<file path="src/rtl/risc32_div.sv">
// risc32_div: multi-cycle restoring divider for the EX stage.
// Handles signed (DIV) and unsigned (DIVU) operations, divide-by-zero,
// annul from flush/exception and a synchronous active-high reset.
// The result is packed as {remainder, quotient}.
module risc32_div #(
  parameter int unsigned WIDTH = 32
) (
  input  logic                 clk,
  input  logic                 rst,
  input  logic                 signed_div,
  input  logic [WIDTH-1:0]     opdata1,
  input  logic [WIDTH-1:0]     opdata2,
  input  logic                 start,
  input  logic                 annul,
  output logic [2*WIDTH-1:0]   result,
  output logic                 ready,
  output logic                 stall_req
);

  localparam int unsigned CNT_W = $clog2(WIDTH + 1);

  typedef enum logic [1:0] {
    IDLE   = 2'd0,
    BYZERO = 2'd1,
    ON     = 2'd2,
    END    = 2'd3
  } state_t;

  state_t               state_q, state_d;
  logic [CNT_W-1:0]     cnt_q, cnt_d;
  logic [WIDTH:0]       rem_q, rem_d;
  logic [WIDTH-1:0]     quo_q, quo_d;
  logic [WIDTH-1:0]     dvs_q, dvs_d;
  logic                 s1_q, s1_d;
  logic                 s2_q, s2_d;
  logic                 sdiv_q, sdiv_d;
  logic [2*WIDTH-1:0]   result_q, result_d;
  logic                 ready_q, ready_d;

  // One restoring step: shift the next dividend bit in, subtract if it fits.
  logic [WIDTH:0]       rem_shift;
  logic [WIDTH:0]       rem_diff;
  logic                 fits;
  assign rem_shift = {rem_q[WIDTH-1:0], quo_q[WIDTH-1]};
  assign rem_diff  = rem_shift - {1'b0, dvs_q};
  assign fits      = ~rem_diff[WIDTH];

  // Sign correction applied when the final result is loaded.
  logic [WIDTH-1:0]     quo_fix;
  logic [WIDTH-1:0]     rem_fix;
  assign quo_fix = (sdiv_q && (s1_q ^ s2_q)) ? (WIDTH'(0) - quo_q) : quo_q;
  assign rem_fix = (sdiv_q && s1_q) ? (WIDTH'(0) - rem_q[WIDTH-1:0]) : rem_q[WIDTH-1:0];

  // Freeze the pipeline while a divide is requested but not yet delivered.
  assign stall_req = start & ~ready_q & ~annul & ~rst;
  assign result    = result_q;
  assign ready     = ready_q;

  // Next-state and datapath updates.
  always_comb begin
    state_d  = state_q;
    cnt_d    = cnt_q;
    rem_d    = rem_q;
    quo_d    = quo_q;
    dvs_d    = dvs_q;
    s1_d     = s1_q;
    s2_d     = s2_q;
    sdiv_d   = sdiv_q;
    result_d = result_q;
    ready_d  = ready_q;

    case (state_q)
      IDLE: begin
        ready_d  = 1'b0;
        result_d = '0;
        if (start && !annul) begin
          cnt_d  = '0;
          s1_d   = opdata1[WIDTH-1];
          s2_d   = opdata2[WIDTH-1];
          sdiv_d = signed_div;
          if (opdata2 == '0) begin
            state_d = BYZERO;
          end else begin
            state_d = ON;
            rem_d   = '0;
            quo_d   = (signed_div && opdata1[WIDTH-1]) ? (WIDTH'(0) - opdata1) : opdata1;
            dvs_d   = (signed_div && opdata2[WIDTH-1]) ? (WIDTH'(0) - opdata2) : opdata2;
          end
        end
      end

      BYZERO: begin
        // Zero divisor spends two cycles here so ready lands after the second edge.
        if (annul) begin
          state_d  = IDLE;
          ready_d  = 1'b0;
          result_d = '0;
        end else if (cnt_q == CNT_W'(1)) begin
          state_d  = END;
          ready_d  = 1'b1;
          result_d = '0;
        end else begin
          cnt_d = cnt_q + CNT_W'(1);
        end
      end

      ON: begin
        if (annul) begin
          state_d  = IDLE;
          ready_d  = 1'b0;
          result_d = '0;
        end else if (cnt_q == CNT_W'(WIDTH)) begin
          state_d  = END;
          ready_d  = 1'b1;
          result_d = {rem_fix, quo_fix};
        end else begin
          rem_d = fits ? rem_diff : rem_shift;
          quo_d = {quo_q[WIDTH-2:0], fits};
          cnt_d = cnt_q + CNT_W'(1);
        end
      end

      END: begin
        if (annul || !start) begin
          state_d  = IDLE;
          ready_d  = 1'b0;
          result_d = '0;
        end
      end

      default: begin
        state_d  = IDLE;
        ready_d  = 1'b0;
        result_d = '0;
      end
    endcase
  end

  // State register with synchronous reset that clears all latched state.
  always_ff @(posedge clk) begin
    if (rst) begin
      state_q  <= IDLE;
      cnt_q    <= '0;
      rem_q    <= '0;
      quo_q    <= '0;
      dvs_q    <= '0;
      s1_q     <= 1'b0;
      s2_q     <= 1'b0;
      sdiv_q   <= 1'b0;
      result_q <= '0;
      ready_q  <= 1'b0;
    end else begin
      state_q  <= state_d;
      cnt_q    <= cnt_d;
      rem_q    <= rem_d;
      quo_q    <= quo_d;
      dvs_q    <= dvs_d;
      s1_q     <= s1_d;
      s2_q     <= s2_d;
      sdiv_q   <= sdiv_d;
      result_q <= result_d;
      ready_q  <= ready_d;
    end
  end

endmodule
</file>
<file path="config.mk">
export PLATFORM = sky130hd
export DESIGN_NAME = risc32_div
export DESIGN_NICKNAME = d
export VERILOG_FILES = /design/src/rtl/risc32_div.sv
export SDC_FILE = /design/constraint.sdc
export NUM_CORES = 1
export LEC_CHECK = 0
export BUFFER_PORTS_ARGS = -buffer_cell sky130_fd_sc_hd__buf_2
export CORE_MARGIN = 3
export CORE_UTILIZATION = 55
export CTS_CLUSTER_DIAMETER = 50
export CTS_CLUSTER_SIZE = 10
export DETAILED_ROUTE_END_ITERATION = 16
export MAX_ROUTING_LAYER = met4
export PLACE_DENSITY = 0.76
export SYNTH_ARGS = -nofsm -noshare
export SYNTH_HDL_FRONTEND = slang
export SYNTH_SLANG_ARGS = --single-unit
</file>
<file path="constraint.sdc">
create_clock -name clk -period 4.5 [get_ports clk]
set_input_delay 0 -clock clk [delete_from_list [all_inputs] [get_ports clk]]
set_output_delay 0 -clock clk [all_outputs]
set_load 0.02 [all_outputs]
</file>
# Yosys cells after proc, flatten, opt, wreduce, memory -nomap -nowiden
# Cells that the tools add are included.
# op_classes
addsub	6
n_eq_ne	14
n_mux	41
bitwise_logic	9
reduce_logical	18
# op_table
op	n
$mux 32	13
$mux 64	5
$pmux 64 s4	1
$pmux 32 s2	2
$sub 1x32->32 const A	4
$sub 33x32->33	1
$logic_not 32->1	1
$mux 6	5
$pmux 6 s3	1
$mux 2	7
$ne 2x2->1 const B	7
$pmux 2 s4	1
$add 6x1->6 const B	1
$eq 6x1->1 const B	1
$eq 6x6->1 const B	1
$ne 3x3->1 const B	2
$reduce_and 3->1	2
$reduce_and 6->1	1
$logic_and 1x1->1	5
$mux 1	5
$not 1->1	5
$reduce_and 5->1	1
$eq 2x2->1 const B	2
$pmux 1 s4	1
other kinds (10)	13
# totals
regBits	172

# Longest topological paths before layout
# Gate-level depths: netlist of the first run.
# logic_depth
word_depth	6
ltp_mapped	13
depth_no_buf	12

# Worst setup path after synthesis of the first run
# OpenSTA, ideal clock, no wires.
# synth_timing
kind	reg2reg
from	register quo_q[31]
to	register rem_q[10]
setup_ns	0.128
t_arrival_ns	2.804
path_slack_ns	1.568
path_stages_with_launch	14
n_path_buf	1
synth_period_minus_slack_ns	2.932
cell_sequence	dfxtp_1 > inv_1 > ha_1 > fa_1 > nor2b_1 > o31ai_1 > a211oi_2 > nand3_1 > and4b_1 > o21a_1 > nor2_4 > buf_2 > mux2i_1 > o21ai_0
# synth_between
elab_chain_len	5
# synth_rtl
element	line	source
from (decl)	32	logic [WIDTH-1:0] quo_q, quo_d;
from (signal assigned)	156	quo_q <= quo_d;
$sub 33x32->33	45	assign rem_diff = rem_shift - {1'b0, dvs_q};
$mux 32	117	rem_d = fits ? rem_diff : rem_shift;
$mux 32	112	end else if (cnt_q == CNT_W'(WIDTH)) begin
$mux 32	108	if (annul) begin
$pmux 32 s2	72	case (state_q)
to (signal assigned)	155	rem_q <= rem_d;
to (decl)	31	logic [WIDTH:0] rem_q, rem_d;
# No other way between the ends. The select of a mux whose other input is x is not followed.
# A chain may end at the register's enable or synchronous reset.

# Worst setup path in the final report of the first run
# layout_timing
from	register quo_q[31]
to	register rem_q[16]
# The elaborated chain is that of the path after synthesis.

==> results.py, run 1 <==
metrics = {
    "route": {
        "met1_length_mm": 14.0,
        "drc": 0,
        "routed.top_layer": "met4",
        "vias_per_cell": 5.84,
        "wl_mm": 31.0,
        "met3_length_mm": 2.41,
        "drt-initial-drc-count": 1036,
        "num_vias": 10700,
        "wl_per_cell_um": 16.9,
        "wl_met2_mm": 13.9,
        "final_antenna_net_count": 0,
        "dr.pass1.iters": 5,
    },
    "sta": {
        "final_max_slew_viol_count": 0,
        "maxSlewHeadroom": 0.230,
        "rsz0062_at_grt": "false",
        "finalHoldViolations": 0,
        "setup_tns_ns": 0,
        "fmax_mhz": 287,
        "fin_skew_ns": 0.0121,
        "fin_crit_sh": 0.774,
        "tightestPinTransition_ns": 1.15,
        "period_needed_ns": 3.48,
        "timing.hold.ws_ns": 0.0180,
        "setup_viol": 0,
    },
    "floorplanning": {
        "io_pins": 135,
        "dieWidth_um": 148,
        "dieArea_sq_um": 21800,
        "initial_core_util": 0.563,
        "fp.coreArea_sq_um": 19600,
        "rows": 51,
        "die_y_um": 148,
    },
    "cells_and_area": {
        "seq_area_sq_um": 3440,
        "layout-drive-gt1-share": 0.132,
        "multi_input_area_sq_um": 7050,
        "fillers": 1718,
        "n_antenna_cell": 0,
        "areaGrowthSynthToFinish_pct": 16.3,
        "fin_nets": 1674,
    },
    "synth": {
        "synth_area_sq_um": 11000,
        "synth_cells": 1431,
        "synth_edf_count": 0,
        "synth.top_cell.area_share": 0.312,
        "synth_area_per_cell_sq_um": 7.70,
        "synth_nets": 1545,
        "yosys_register_bits": 172,
        "synth_cell_types": 72,
        "synth_top_cells_by_area": "dfxtp_1 31%, xnor2_1 7.1%, nand2_1 6.3%",
        "ys_seq_area_frac": 0.312,
        "yosysMostFrequentCell": "nand2_1",
        "synth_common_cells": "184 x nand2_1, 172 x dfxtp_1, 161 x nor2_1",
        "synth_ff_type": "dfxtp_1",
        "yosysTopAreaCell": "dfxtp_1",
        "synthArstFlopShare": 0,
        "ys_warn_count": 0,
    },
    "cts": {
        "clk_latency_ns": 0.45,
        "cts_tree": "done",
        "cts.repair.resized": 0,
        "cts_num_sinks": 172,
        "cts_setup_buffers": 0,
        "cts_buffer_depth": 2,
        "root_buffer": "clkbuf_16",
        "clkTransAtPathRegs_ns": 0.08,
        "htree_levels": 4,
        "cts_inserted_buffers": 17,
    },
    "setup_path": {
        "r2r-end": "rem_q[16]",
        "critPathKind": "reg2reg",
        "crit_start": "quo_q[31]",
        "rr_worst_depth": 13,
        "end_kind": "flip-flop",
        "r2r_setup_slack_ns": 1.02,
        "arrival_ns": 3.79,
        "cp_max_fo": 21,
        "crit_required_ns": 4.81,
        "r2r_start": "quo_q[31]",
        "critPathLaunchType": "flip-flop",
    },
    "power_and_ir_drop": {
        "p_per_area_nw_per_um2": 410,
        "finalPower_mw": 5.26,
        "ir_worst_vdd_uv": 300,
        "cellLeakagePower_nw": 5.08,
    },
    "placement": {
        "place.gp.congestion": 0.989,
        "place.detailed.hpwl_mm": 22.5,
        "portBuffers": 134,
    },
    "hold_path": {
        "hold_path.class": "in2reg",
        "whs_endpoint": "quo_q[19]",
        "hold_path_depth": 5,
        "min_from": "opdata1[19]",
    },
    "grt": {
        "grt_overflow": 0,
        "grt_pass1_vias": 9889,
        "grt_pass1_wl_mm": 50.3,
        "antenna_found_initial": 0,
        "grtUsageTotal": 0.289,
        "grt_start_max_net_pins": 84,
    },
    "run": {
        "maxCapViolations": 0,
    },
    "status": {
        "status": "finished clean",
    },
}
worst max path at each step:
stage / endpoint / cells past startpoint
5_1_grt: rem_q[16] / 13
2_1_floorplan: rem_q[10] / 13
4_1_cts: rem_q[16] / 13
3_3_place_gp: rem_q[3] / 13
3_5_place_dp: rem_q[12] / 13
6_report: rem_q[16] / 13
cells by family (layout without fill, tap and decap cells):
logic type               Yosys count  count (layout)  share of synthesized area
AO/OA/AOI/OAI                    400             400                      0.228
adder cells (fa/ha/maj)           45              45                     0.0518
AND/OR/NAND/NOR                  497             497                      0.209
multiplexers                      32              32                     0.0291
flip-flops                       172             172                      0.312
XOR/XNOR                         150             150                      0.120
buffers and inverters            135             277                     0.0494
registers in the layout, indices dropped and copies added, names as in the netlist:
register and flops:
s1_q 1, quo_q 32, sdiv_q 1, result 64
rem_q 32, cnt_q 6, s2_q 1, state_q 2
ready 1, dvs_q 32
where the power goes:
part	switching (mW)	total [mW]	internal, mW
Combinational	1.21	1.91	0.695
Sequential	0.157	1.82	1.66
Clock	0.691	1.53	0.841
critical path, stage by stage (launching register included):
cell and delay, ns:
dfxtp_1 0.31, inv_1 0.08, ha_1 0.24, fa_1 0.42, nor2b_1 0.17, o31ai_1 0.12
a211oi_2 0.36, nand3_1 0.20, and4b_1 0.25, o21a_1 0.25, nor2_4 0.37, buf_12 0.25
mux2i_1 0.20, o21ai_0 0.11
per-layer routing:
metal,up-vias,global-route usage
met5,-,-
met4,0,0.0857
met3,46,0.0438
met2,407,0.437
met1,5008,0.401
li1,5279,-
final cells by class:
| class | instances | share of cell area |
|---|---|---|
| inverters | 61 | 0.0179 |
| clock buffers | 18 | 0.0335 |
| repair buffers | 184 | 0.0910 |
| clock inverters | 14 | 0.0136 |
| well taps | 265 | 0.0259 |
| flip-flops and latches | 172 | 0.269 |
| multi-input cells | 1124 | 0.550 |
cell usage in the layout, fill, tap and decap left out, drive strengths merged, types with 32 or more instances in the layout:
master,n
a22oi,40
nor3,44
xor2,61
buf,142
nor2,165
dfxtp,172
inv,69
mux2i,32
xnor2,89
a21oi,119
nand2,184
dlygate4sd3,42
o21ai,111
ha,44
timing repair:
| action | 4_1_cts | 5_1_grt |
|---|---|---|
| endpoints found under the hold margin | 38 | 0 |
| setup endpoints to repair | 0 | 0 |
| hold buffers | 42 | 0 |
per-stage QoR:
stage	util	setup WS, ns	cell area (sq um)	instances
2_1_floorplan	-	1.57	11000	1431
3_3_place_gp	0.602	1.19	11800	1764
3_5_place_dp	0.602	1.08	11800	1764
4_1_cts	0.654	1.04	12800	1838
5_1_grt	0.654	0.768	12800	1838
6_report	0.654	1.02	12800	1838
Note: power is estimated with default switching activity, not from simulation.
==> run 2: changes to the inputs <==
--- a/config.mk
+++ b/config.mk
@@ -7,12 +7,12 @@
 export LEC_CHECK = 0
 export BUFFER_PORTS_ARGS = -buffer_cell sky130_fd_sc_hd__buf_2
 export CORE_MARGIN = 3
-export CORE_UTILIZATION = 55
+export CORE_UTILIZATION = 54
 export CTS_CLUSTER_DIAMETER = 50
 export CTS_CLUSTER_SIZE = 10
 export DETAILED_ROUTE_END_ITERATION = 16
 export MAX_ROUTING_LAYER = met4
-export PLACE_DENSITY = 0.76
+export PLACE_DENSITY = 0.78
 export SYNTH_ARGS = -nofsm -noshare
 export SYNTH_HDL_FRONTEND = slang
 export SYNTH_SLANG_ARGS = --single-unit
==> constraint.sdc (replaced) <==
create_clock -name clk -period 2.95 [get_ports clk]
set_input_delay 0 -clock clk [delete_from_list [all_inputs] [get_ports clk]]
set_output_delay 0 -clock clk [all_outputs]
set_load 0.02 [all_outputs]
==> run 2 against run 1 <==
Effect of this change: cell count rose by 2.7%; worst setup slack worse by 1.0 ns; register-to-register slack got worse by 1.0 ns.
==> results.py, run 2 (synthesis results as in run 1) <==
metrics = {
    "status": {
        "status": "finished clean",
    },
    "route": {
        "vias_per_cell": 5.85,
        "final_antenna_net_count": 0,
        "drc": 0,
        "drt-initial-drc-count": 1010,
        "wl_mm": 32.3,
        "num_vias": 11000,
        "dr.pass1.iters": 6,
        "wl_per_cell_um": 17.1,
    },
    "placement": {
        "place.gp.congestion": 0.908,
        "place.detailed.hpwl_mm": 23.5,
        "post_dp_cell_area_sq_um": 12200,
        "portBuffers": 134,
        "place_worst_setup_slack_ns": -0.0654,
    },
    "setup_path": {
        "crit_required_ns": 3.27,
        "end_kind": "flip-flop",
        "critPathKind": "reg2reg",
        "arrival_ns": 3.26,
        "r2r_setup_slack_ns": 0.004,
        "critPathLaunchType": "flip-flop",
        "cp_max_fo": 5,
    },
    "cells_and_area": {
        "n_antenna_cell": 0,
        "final_common_cell": "nand2_1",
        "largest_reg_flops": 64,
        "seq_area_sq_um": 3450,
        "fillers": 1651,
        "final_area_sq_um": 13400,
        "mostFrequentLayoutCells": "184 x nand2_1, 170 x dfxtp_1, 160 x nor2_1",
        "areaGrowthSynthToFinish_pct": 21.2,
        "layout-drive-gt1-share": 0.172,
        "multi_input_area_sq_um": 7160,
        "fin_nets": 1725,
    },
    "cts": {
        "clkTransAtPathRegs_ns": 0.07,
        "cts_buffer_depth": 2,
        "cts_num_sinks": 172,
        "clk_latency_ns": 0.44,
        "cts_tree": "done",
        "root_buffer": "clkbuf_16",
        "htree_levels": 4,
        "cts_inserted_buffers": 17,
    },
    "sta": {
        "setup_viol": 0,
        "fin_crit_sh": 0.999,
        "finalHoldViolations": 0,
        "rsz0062_at_grt": "true",
        "tightestPinTransition_ns": 1.08,
        "period_needed_ns": 2.95,
        "final_max_slew_viol_count": 0,
        "fmax_mhz": 339,
        "fin_skew_ns": 0.0171,
        "setup_ws_ns": 0.00441,
        "maxSlewHeadroom": 0.275,
    },
    "grt": {
        "grt_pass1_wl_mm": 51.0,
        "grt_start_max_net_pins": 72,
        "grtUsageTotal": 0.289,
        "grt_pass1_vias": 10000,
        "antenna_found_initial": 0,
        "grt_overflow": 0,
    },
    "floorplanning": {
        "dieWidth_um": 149,
        "fp.coreArea_sq_um": 19800,
        "dieArea_sq_um": 22200,
        "io_pins": 135,
        "die_y_um": 149,
        "rows": 51,
        "initial_core_util": 0.557,
    },
    "hold_path": {
        "hold_path.class": "in2reg",
    },
    "run": {
        "maxCapViolations": 0,
    },
    "power_and_ir_drop": {
        "ir_worst_vdd_uv": 473,
        "p_per_area_nw_per_um2": 608,
        "cellLeakagePower_nw": 5.38,
    },
}
==> run 2: changes by cell type in the layout (fill, tap and decap cells not counted), sizes merged <==
| cell | before | now |
|---|---|---|
| dlygate4sd3 | 42 | 35 |
| clkinvlp | 2 | 3 |
| inv | 69 | 68 |
| clkinv | 2 | 3 |
| buf | 142 | 197 |
| clkbuf | 18 | 20 |
| bufinv | 2 | 0 |
==> run 2: power by group <==
group | leakage [nW] | total, mW | internal (mW) | switching, mW
clock network | 0.264 | 2.16 | 1.11 | 1.05
registers | 1.39 | 2.77 | 2.53 | 0.240
logic | 3.72 | 3.18 | 1.25 | 1.93
==> run 2: worst max-delay path, cell delays in order, from the launching register on <==
cell	delay, ns
dfxtp_2	0.32
inv_2	0.04
ha_4	0.16
fa_2	0.38
nor2b_4	0.17
o31ai_4	0.10
a211oi_2	0.29
nand3_2	0.15
and4b_2	0.27
o21a_1	0.22
nor2_4	0.14
buf_12	0.14
clkbuf_16	0.15
mux2i_1	0.20
o21ai_0	0.09
==> run 2: through the flow <==
step                setup TNS, ns  instances   util  power, mW  hold WS, ns
finish                          0       1887  0.675       8.12      0.00864
global route                -1.66       1887  0.675       8.58       0.0148
CTS                             0       1880  0.663       7.93      0.00143
detailed placement         -0.235       1815  0.617       5.75        0.309
global placement                0       1815  0.617       5.68        0.299
floorplan                       0       1431      -       4.92        0.136
==> run 2: cell type report <==
type	instances	share of cell area
multi-input combinational	1124	0.536
sequential	172	0.258
timing repair buffer	235	0.122
clock buffer	17	0.0319
tap	265	0.0248
inverter	61	0.0171
clock inverter	13	0.00993
==> run 2: final timing paths <==
kind              depth (start not counted)       start         end
hold / removal                            5  opdata1[9]    quo_q[9]
setup / recovery                         14   quo_q[31]    rem_q[6]
hold reg to reg                           2  result[62]  result[62]
setup reg to reg                         14   quo_q[31]    rem_q[6]
==> run 2: timing repair <==
action                                 4_1_cts  5_1_grt
endpoints found under the hold margin       36        0
resized for setup                            2       41
setup endpoints to repair                    7       36
buffers inserted                             0        4
hold buffers                                35        0
pin swaps                                    0        9
cloned                                       0        3
==> run 2: layer usage <==
| metal | global-route usage | wire [um] | up-vias | part of all wire |
|---|---|---|---|---|
| met5 | - | 0 | - | 0 |
| li1 | - | - | 5378 | - |
| met2 | 0.430 | 14200 | 460 | 0.44 |
| met1 | 0.410 | 14700 | 5137 | 0.46 |
| met3 | 0.0507 | 2610 | 63 | 0.081 |
| met4 | 0.0700 | 707 | 0 | 0.022 |
